--- config.mk ---
export PLATFORM = sky130hd
export DESIGN_NAME = reconfig_request_seq_flat
export DESIGN_NICKNAME = d
export VERILOG_FILES = /design/src/rtl/reconfig_request_seq_if.sv /design/src/rtl/reconfig_request_seq.sv /design/src/flat_wrapper.sv
export SDC_FILE = /design/constraint.sdc
export NUM_CORES = 1
export LEC_CHECK = 0
export ABC_AREA = 1
export BUFFER_PORTS_ARGS = -buffer_cell sky130_fd_sc_hd__buf_4
export CORE_UTILIZATION = 30
export CTS_CLUSTER_SIZE = 8
export DETAILED_ROUTE_END_ITERATION = 16
export PLACE_DENSITY = 0.5
export SYNTH_ARGS = -nofsm -noshare
export SYNTH_HDL_FRONTEND = slang
export SYNTH_SLANG_ARGS = --single-unit
--- constraint.sdc ---
create_clock -name clk -period 1.7 [get_ports clk]
set_clock_uncertainty 0.1 [all_clocks]
set_input_delay 0 -clock clk [delete_from_list [all_inputs] [get_ports clk]]
set_output_delay 0 -clock clk [all_outputs]
set_load 0.05 [all_outputs]
--- src/rtl/reconfig_request_seq_if.sv ---
// Avalon-MM register-slave bus for reconfig_request_seq. Fixed timing: a write occurs
// on any rising edge with chipselect=1 and write_n=0; readdata shows the register
// selected by address one cycle later. There is no waitrequest and no back-pressure.
interface reconfig_request_seq_if #(
   parameter int CNT_W = 16
);
   logic [1:0]       address;
   logic             chipselect;
   logic             write_n;
   logic [CNT_W-1:0] writedata;
   logic [CNT_W-1:0] readdata;

   modport master (output address, chipselect, write_n, writedata, input readdata);
   modport slave  (input address, chipselect, write_n, writedata, output readdata);
endinterface

--- src/rtl/reconfig_request_seq.sv ---
// Qualifies a synchronised reconfig request for hold+1 cycles, then drives a glitch-free
// active-low reconfig pulse. Optional interrupt output: define RECONFIG_REQ_IRQ_EN.
module reconfig_request_seq #(
   parameter int               CNT_W     = 16,
   parameter logic [CNT_W-1:0] HOLD_RST  = CNT_W'(16'h00FF),
   parameter logic [CNT_W-1:0] PULSE_RST = CNT_W'(16'h0010)
) (
   input  logic                 clk,
   input  logic                 reset,
   reconfig_request_seq_if.slave bus,
   input  logic                 req_in,
   output logic                 reconfig_n,
   output logic                 busy,
   output logic                 irq,
   output logic [1:0]           state_dbg
);
   typedef enum logic [1:0] {
      S_IDLE    = 2'd0,
      S_QUALIFY = 2'd1,
      S_PULSE   = 2'd2,
      S_DONE    = 2'd3
   } state_t;

   localparam logic [CNT_W-1:0] ONE = {{(CNT_W-1){1'b0}}, 1'b1};

   state_t           state_q, state_d;
   logic             req_m, req_s;
   logic [CNT_W-1:0] hold_q, pulse_q, cnt_q, cnt_d;
   logic             arm_q, done_q, abort_q, done_d, abort_d;
   logic             set_done, set_abort;
   logic             irq_en_q;
   logic             wr_en, ctrl_wr, clr;
   logic [CNT_W-1:0] rd_mux;

   assign wr_en   = bus.chipselect & ~bus.write_n;
   assign ctrl_wr = wr_en && (bus.address == 2'd3);
   assign clr     = ctrl_wr && bus.writedata[1];

   assign busy       = (state_q != S_IDLE);
   assign reconfig_n = (state_q != S_PULSE);
   assign state_dbg  = state_q;

   always_comb begin
      state_d   = state_q;
      cnt_d     = cnt_q;
      set_done  = 1'b0;
      set_abort = 1'b0;
      case (state_q)
         S_IDLE: begin
            if (arm_q && req_s) begin
               state_d = S_QUALIFY;
               cnt_d   = hold_q;
            end
         end
         S_QUALIFY: begin
            if (!req_s || !arm_q) begin
               state_d   = S_IDLE;
               set_abort = 1'b1;
            end else if (cnt_q == '0) begin
               state_d = S_PULSE;
               cnt_d   = (pulse_q == '0) ? ONE : pulse_q;
            end else begin
               cnt_d = cnt_q - ONE;
            end
         end
         S_PULSE: begin
            // Request and arm are deliberately ignored once the pulse has started.
            if (cnt_q <= ONE) begin
               state_d  = S_DONE;
               set_done = 1'b1;
            end
            if (cnt_q != '0) cnt_d = cnt_q - ONE;
         end
         S_DONE: begin
            if (!req_s) state_d = S_IDLE;
         end
         default: state_d = S_IDLE;
      endcase
   end

   // Sticky flags: a set in the same cycle as a clear write takes priority.
   assign done_d  = set_done  | (done_q  & ~clr);
   assign abort_d = set_abort | (abort_q & ~clr);

   always_comb begin
      rd_mux = '0;
      case (bus.address)
         2'd0: begin
            rd_mux[0]   = busy;
            rd_mux[1]   = done_q;
            rd_mux[2]   = abort_q;
            rd_mux[3]   = req_s;
            rd_mux[4]   = irq_en_q;
            rd_mux[7:5] = {1'b0, state_q};
         end
         2'd1: rd_mux = hold_q;
         2'd2: rd_mux = pulse_q;
         default: begin
            rd_mux[0] = arm_q;
            rd_mux[2] = irq_en_q;
         end
      endcase
   end

   always_ff @(posedge clk) begin
      if (reset) begin
         req_m        <= 1'b0;
         req_s        <= 1'b0;
         state_q      <= S_IDLE;
         cnt_q        <= '0;
         hold_q       <= HOLD_RST;
         pulse_q      <= PULSE_RST;
         arm_q        <= 1'b0;
         done_q       <= 1'b0;
         abort_q      <= 1'b0;
         bus.readdata <= '0;
      end else begin
         req_m   <= req_in;
         req_s   <= req_m;
         state_q <= state_d;
         cnt_q   <= cnt_d;
         // Timing registers are frozen while a sequence is in flight.
         if (wr_en && !busy) begin
            if (bus.address == 2'd1) hold_q  <= bus.writedata;
            if (bus.address == 2'd2) pulse_q <= bus.writedata;
         end
         if (ctrl_wr) arm_q <= bus.writedata[0];
         done_q       <= done_d;
         abort_q      <= abort_d;
         bus.readdata <= rd_mux;
      end
   end

`ifdef RECONFIG_REQ_IRQ_EN
   logic irq_en_d;
   logic irq_q;

   assign irq_en_d = ctrl_wr ? bus.writedata[2] : irq_en_q;

   // Registered from next-state values so a clear takes effect on the same edge.
   always_ff @(posedge clk) begin
      if (reset) begin
         irq_en_q <= 1'b0;
         irq_q    <= 1'b0;
      end else begin
         irq_en_q <= irq_en_d;
         irq_q    <= irq_en_d & (done_d | abort_d);
      end
   end

   assign irq = irq_q;
`else
   assign irq_en_q = 1'b0;
   assign irq      = 1'b0;
`endif

endmodule

--- src/flat_wrapper.sv ---
// flat-port wrapper written by rule: the top's interface ports become plain ports
module reconfig_request_seq_flat 
#(
   parameter int               CNT_W     = 16,
   parameter logic [CNT_W-1:0] HOLD_RST  = CNT_W'(16'h00FF),
   parameter logic [CNT_W-1:0] PULSE_RST = CNT_W'(16'h0010)
)
  (clk, reset, req_in, reconfig_n, busy, irq, state_dbg, bus_address, bus_chipselect, bus_write_n, bus_writedata, bus_readdata);
  reconfig_request_seq_if #(.CNT_W(CNT_W)) bus_i ();
  input  logic clk;
  input  logic reset;
  input  logic req_in;
  output logic reconfig_n;
  output logic busy;
  output logic irq;
  output logic [1:0] state_dbg;
  input wire logic [$bits(bus_i.address)-1:0] bus_address;
  input wire logic [$bits(bus_i.chipselect)-1:0] bus_chipselect;
  input wire logic [$bits(bus_i.write_n)-1:0] bus_write_n;
  input wire logic [$bits(bus_i.writedata)-1:0] bus_writedata;
  output wire logic [$bits(bus_i.readdata)-1:0] bus_readdata;
  assign bus_i.address = bus_address;
  assign bus_i.chipselect = bus_chipselect;
  assign bus_i.write_n = bus_write_n;
  assign bus_i.writedata = bus_writedata;
  assign bus_readdata = bus_i.readdata;
  reconfig_request_seq #(.CNT_W(CNT_W), .HOLD_RST(HOLD_RST), .PULSE_RST(PULSE_RST)) u_core (.clk(clk), .reset(reset), .bus(bus_i), .req_in(req_in), .reconfig_n(reconfig_n), .busy(busy), .irq(irq), .state_dbg(state_dbg));
endmodule
## Yosys cells after proc, flatten, opt, wreduce, memory -nomap -nowiden

Cells that the tools add are included.

- Logic and storage cells: 72
- Output and inout port bits: 21
- Input bits: 23
- Register bits after elaboration: 71

- Reduce and logical (&&, ||, !) cells: 19
- Equal/unequal tests: 13
- Bitwise logic cells: 7
- Add/subtract/negate cells: 1
- Mux-type cells: 21
- Magnitude comparators: 1

Operators with widths:

| cell | number |
|---|---|
| $mux W16 | 5 |
| $pmux W16 S3 | 1 |
| $logic_not A16 Y1 | 2 |
| $le A16 B1 Y1 const B | 1 |
| $pmux W8 S2 | 1 |
| $reduce_bool A16 Y1 | 1 |
| $sub A16 B1 Y16 const B | 1 |
| $pmux W5 S3 | 1 |
| $mux W2 | 5 |
| $pmux W1 S3 | 3 |
| $eq A2 B2 Y1 const B | 4 |
| $pmux W2 S4 | 1 |
| $reduce_and A4 Y1 | 2 |
| $ne A2 B1 Y1 const B | 3 |
| $ne A2 B2 Y1 const B | 3 |
| $eq A2 B1 Y1 const B | 2 |
| $logic_and A1 B1 Y1 | 4 |
| $logic_not A2 Y1 | 2 |
| $mux W1 | 4 |
| $reduce_and A2 Y1 | 2 |
| $and A1 B1 Y1 | 3 |
| $logic_not A1 Y1 | 3 |
| $ne A3 B1 Y1 const B | 1 |
| $reduce_bool A3 Y1 | 1 |
| other kinds (4) | 6 |

## Longest topological paths before layout

- Word-level depth: 7
- Gate-level depth with buffers: 12
- Depth with buffers taken out: 12

## Least setup slack after synthesis

Ideal clock, no wire load.

- Path kind: flip-flop to flip-flop
- Start point: register u_core.state_q[0] (netlist: u_core.state_dbg[0])
- End point: register u_core.cnt_q[7]
- Setup time: 0.138 ns
- Setup slack: -0.671 ns
- Clock period less this slack: 2.371 ns
- Stages on the path, launching flop included: 10
- Path buffers: 1
- Required time: 1.462 ns
- Data arrival time: 2.134 ns
- Cells stage by stage: dfxtp_1 -> inv_1 -> ha_1 -> inv_1 -> nand2_1 -> buf_4 -> nand2_1 -> nand3_1 -> nand2_1 -> a21oi_2

- Longest elaborated chain between the ends: 3
- Elaborated cells on any way between the ends: 9
- Classes of those cells: eq/ne: 5; mux: 1; reduce/logical: 3

Ends and longest elaborated chain:

| item | RTL line | source |
|---|---|---|
| from (decl) | reconfig_request_seq.sv:26 | `state_t state_q, state_d;` |
| from (signal assigned) | reconfig_request_seq.sv:120 | `state_q <= state_d;` |
| $eq A2 B2 Y1 (tied with other cells) | reconfig_request_seq.sv:48 | `case (state_q)` |
| $ne A2 B1 Y1 (no source line) (tied with other cells) | n/a |  |
| $reduce_and A4 Y1 (no source line) | n/a |  |
| to (signal assigned) | reconfig_request_seq.sv:121 | `cnt_q <= cnt_d;` |
| to (decl) | reconfig_request_seq.sv:28 | `logic [CNT_W-1:0] hold_q, pulse_q, cnt_q, cnt_d;` |

Several ways; a longest one is shown, not always the timed one.
A chain may end at the register's enable or synchronous reset.

## Worst setup path in the final report

- Start point: register u_core.cnt_q[5]
- End point: register u_core.cnt_q[11]

- Longest elaborated chain between the ends: 4
- Elaborated cells on any way between the ends: 9
- Classes of those cells: add/sub: 1; eq/ne: 1; mux: 4; reduce/logical: 3

Ends and longest elaborated chain:

| item | RTL line | source |
|---|---|---|
| $sub A16 B1 Y16 or $logic_not A16 Y1 (tied branches) | reconfig_request_seq.sv:63, reconfig_request_seq.sv:72, reconfig_request_seq.sv:59 |  |
| $mux W16 | reconfig_request_seq.sv:59 | `end else if (cnt_q == '0) begin` |
| $mux W16 | reconfig_request_seq.sv:56 | `if (!req_s \|\| !arm_q) begin` |
| $pmux W16 S3 | reconfig_request_seq.sv:48 |  |

Several ways; a longest one is shown, not always the timed one. The select of a mux whose other input is x is not followed.

==> flow_metrics.py <==
metrics = {
    "timing": {
        "rsz0062_at_grt": "true",
        "fin_ws_ns": -0.00274,
        "period_share_pct": 100,
        "finalHoldViolCount": 0,
        "clock.fmax_mhz": 587,
        "slew_viol_final": 0,
        "finalSetupViolations": 1,
        "finalSetupTns_ns": -0.00274,
        "fin_crit_ns": 1.70,
    },
    "detailed_routing": {
        "drc": 0,
        "dr.pass1.iters": 5,
        "wl_per_cell_um": 13.4,
        "antenna_left": 0,
        "dr_total_vias": 3849,
        "dr.first_iter.drc_count": 274,
        "vias_per_cell": 4.59,
        "routed_wl_mm": 11.2,
    },
    "clock_tree": {
        "cts_tree": "yes",
        "clock_sinks": 71,
        "cts_inserted_buffers": 9,
        "path_clk_slew_ns": 0.06,
        "cts_root_buf": "clkbuf_16",
        "clkLatencyLatePin_ns": 0.33,
        "clockBufferDepth": 2,
        "htree_levels": 3,
    },
    "setup_path": {
        "crit_buf_inv": 2,
        "critPathSlowestCell": "dfxtp_1",
        "path_max_fanout": 5,
        "criticalPathCategory": "register to register",
        "crit_path_start_kind": "register",
        "crit_path_end_kind": "register",
        "rr_worst_depth": 10,
        "crit_cells": 10,
        "required_ns": 1.86,
        "path_delay_family": "simple AND/OR/NAND/NOR gates",
        "max_stage_delay_ns": 0.34,
        "crit_arrival_ns": 1.86,
        "path_cells": "nor2_4, nand3_2, inv_2, nand3_4, nor2_4, clkbuf_16, nand2_1, nand3_1, nand2_1, a21oi_1",
    },
    "global_route": {
        "grt_antenna_before_repair": 0,
        "track_usage_pct": 18.3,
        "overflow": 0,
        "grt_pass1_wl_mm": 18.3,
        "first_global_vias": 3670,
        "grt_max_degree": 31,
    },
    "run_status": {
        "violations": "setup timing",
        "status": "finished with violations",
    },
    "layout": {
        "fin_util_pct": 44.5,
        "final_area_um2": 5370,
        "syn_to_final_growth_pct": 44.0,
        "antennaDiodeCount": 0,
        "final_common_cell": "nand2_1",
        "drive_above_1_share_pct": 27.3,
        "layout.cells.most_common_list": "nand2_1 (160), buf_4 (94), dfxtp_1 (63), nor2_1 (58), inv_1 (44)",
        "fin_nets": 700,
    },
    "die": {
        "io-pin-count": 44,
        "start_util_pct": 30.9,
        "die-area_um2": 12900,
        "die_w_um": 113,
        "fp.dieH_um": 113,
        "num_rows": 40,
        "core_um2": 12100,
    },
    "synth": {
        "syn_avg_cell_area_um2": 6.73,
        "ys_seq_area_share_pct": 38.1,
        "ys_warn_count": 0,
        "synth_nets": 589,
        "synth-seq-cells": 71,
        "synth_area_um2": 3730,
        "synth_cell_types": 32,
        "syn_inst": 554,
    },
    "placement": {
        "placed_cell_area_um2": 4630,
        "io_buffers": 42,
        "gp_congestion": 0.811,
        "dp.final_hpwl_mm": 8.29,
    },
    "job": {
        "drv_cap": 0,
    },
    "pwr": {
        "powerDensity_nw_per_um2": 1010,
        "vdd_drop_max_mv": 0.570,
        "leakage_nw": 2.39,
    },
    "worst_hold_path": {
        "min_path_cells": 4,
        "worstHoldPathType": "input port to register",
    },
}
[routing by layer]
layer / track usage, % / vias up / wire length [µm]
met5: 0 / - / 0
met4: 5.35 / 0 / 99
met3: 2.23 / 7 / 260
met2: 29.7 / 66 / 5160
met1: 25.5 / 1795 / 5720
li1: - / 1981 / -
[worst reg2reg max path, delay by kind of cell (launching register included)]
family | cells | cell delay (ns)
AO/OA/AOI/OAI | 1 | 0.11
buffers and inverters | 2 | 0.29
AND/OR/NAND/NOR | 7 | 0.79
flip-flops | 1 | 0.34
[final cells by class]
class | instances | area [µm²]
tap | 168 | 210
timing repair buffer | 121 | 1030
sequential | 71 | 1440
clock inverter | 3 | 23.8
multi-input combinational | 410 | 2180
inverter | 52 | 204
fill | 1245 | 6700
clock buffer | 13 | 282
[per-stage QoR]
stage	total power [mW]	hold slack (ns)	setup slack, ns	cells
floorplan	2.82	-0.000279	-0.0736	554
global placement	3.39	0.0992	-0.0158	796
detailed placement	3.40	0.116	-0.0248	796
CTS	5.34	0.0413	0.00719	832
global route	5.76	0.0931	-0.0867	838
finish	5.43	0.0545	-0.00274	838
[registers in the layout (all words and copies together), names as in the netlist, named ones only]
name	cells
u_core.abort_q	1
u_core.arm_q	1
u_core.bus.readdata	16
u_core.cnt_q	16
u_core.done_q	1
u_core.hold_q	16
u_core.pulse_q	16
u_core.req_m	1
u_core.req_s	1
u_core.state_dbg	1
[logic make-up after synthesis]
logic type,share of synthesized area (%)
flops,38.1
buf+inv,8.16
other cells,0.101
simple gates,33.8
xor+xnor,1.18
compound gates,14.6
fa+ha+maj,4.03
[cells in the mapped netlist (all sizes together)]
library cell | n | area [µm²]
and2 | 1 | 6.26
o211ai | 6 | 45.0
dfxtp | 71 | 1420
inv | 50 | 188
nand3 | 37 | 198
or2 | 1 | 6.26
o21a | 1 | 7.51
nor2 | 79 | 338
o21bai | 2 | 26.3
xor2 | 4 | 35.0
clkbuf | 10 | 37.5
nand4 | 5 | 31.3
o21ai | 32 | 160
conb | 1 | 3.75
ha | 12 | 150
nand2 | 170 | 643
nand3b | 5 | 37.5
clkinv | 2 | 7.51
buf | 11 | 71.3
xnor2 | 1 | 8.76
a31oi | 1 | 6.26
a21oi | 52 | 298
[worst paths after layout]
| check | from | endpoint | slack, ns |
|---|---|---|---|
| worst min register to register | u_core.req_m$_SDFF_PP0_ | u_core.req_s$_SDFF_PP0_ | 0.31 |
| worst min-delay path | bus_address[1] | u_core.bus.readdata[0]$_SDFF_PP0_ | 0.05 |
| worst max-delay path | u_core.cnt_q[5]$_SDFFE_PP0P_ | u_core.cnt_q[11]$_SDFFE_PP0P_ | -0.003 |
| worst max register to register | u_core.cnt_q[5]$_SDFFE_PP0P_ | u_core.cnt_q[11]$_SDFFE_PP0P_ | -0.003 |
[what timing repair did]
item,CTS,global route
resized for setup,2,50
endpoints found under the hold margin,42,0
gates cloned,0,1
endpoints found under the setup margin,3,32
setup buffers,0,5
hold buffers,20,0
pin swaps,0,5
[where the power goes]
group | total (mW) | leakage (nW) | internal [mW] | switching [mW]
registers | 1.81 | 0.582 | 1.75 | 0.0659
logic | 1.74 | 1.66 | 0.761 | 0.982
clock network | 1.87 | 0.143 | 1.16 | 0.714
Power figures use the tool's default switching activity.
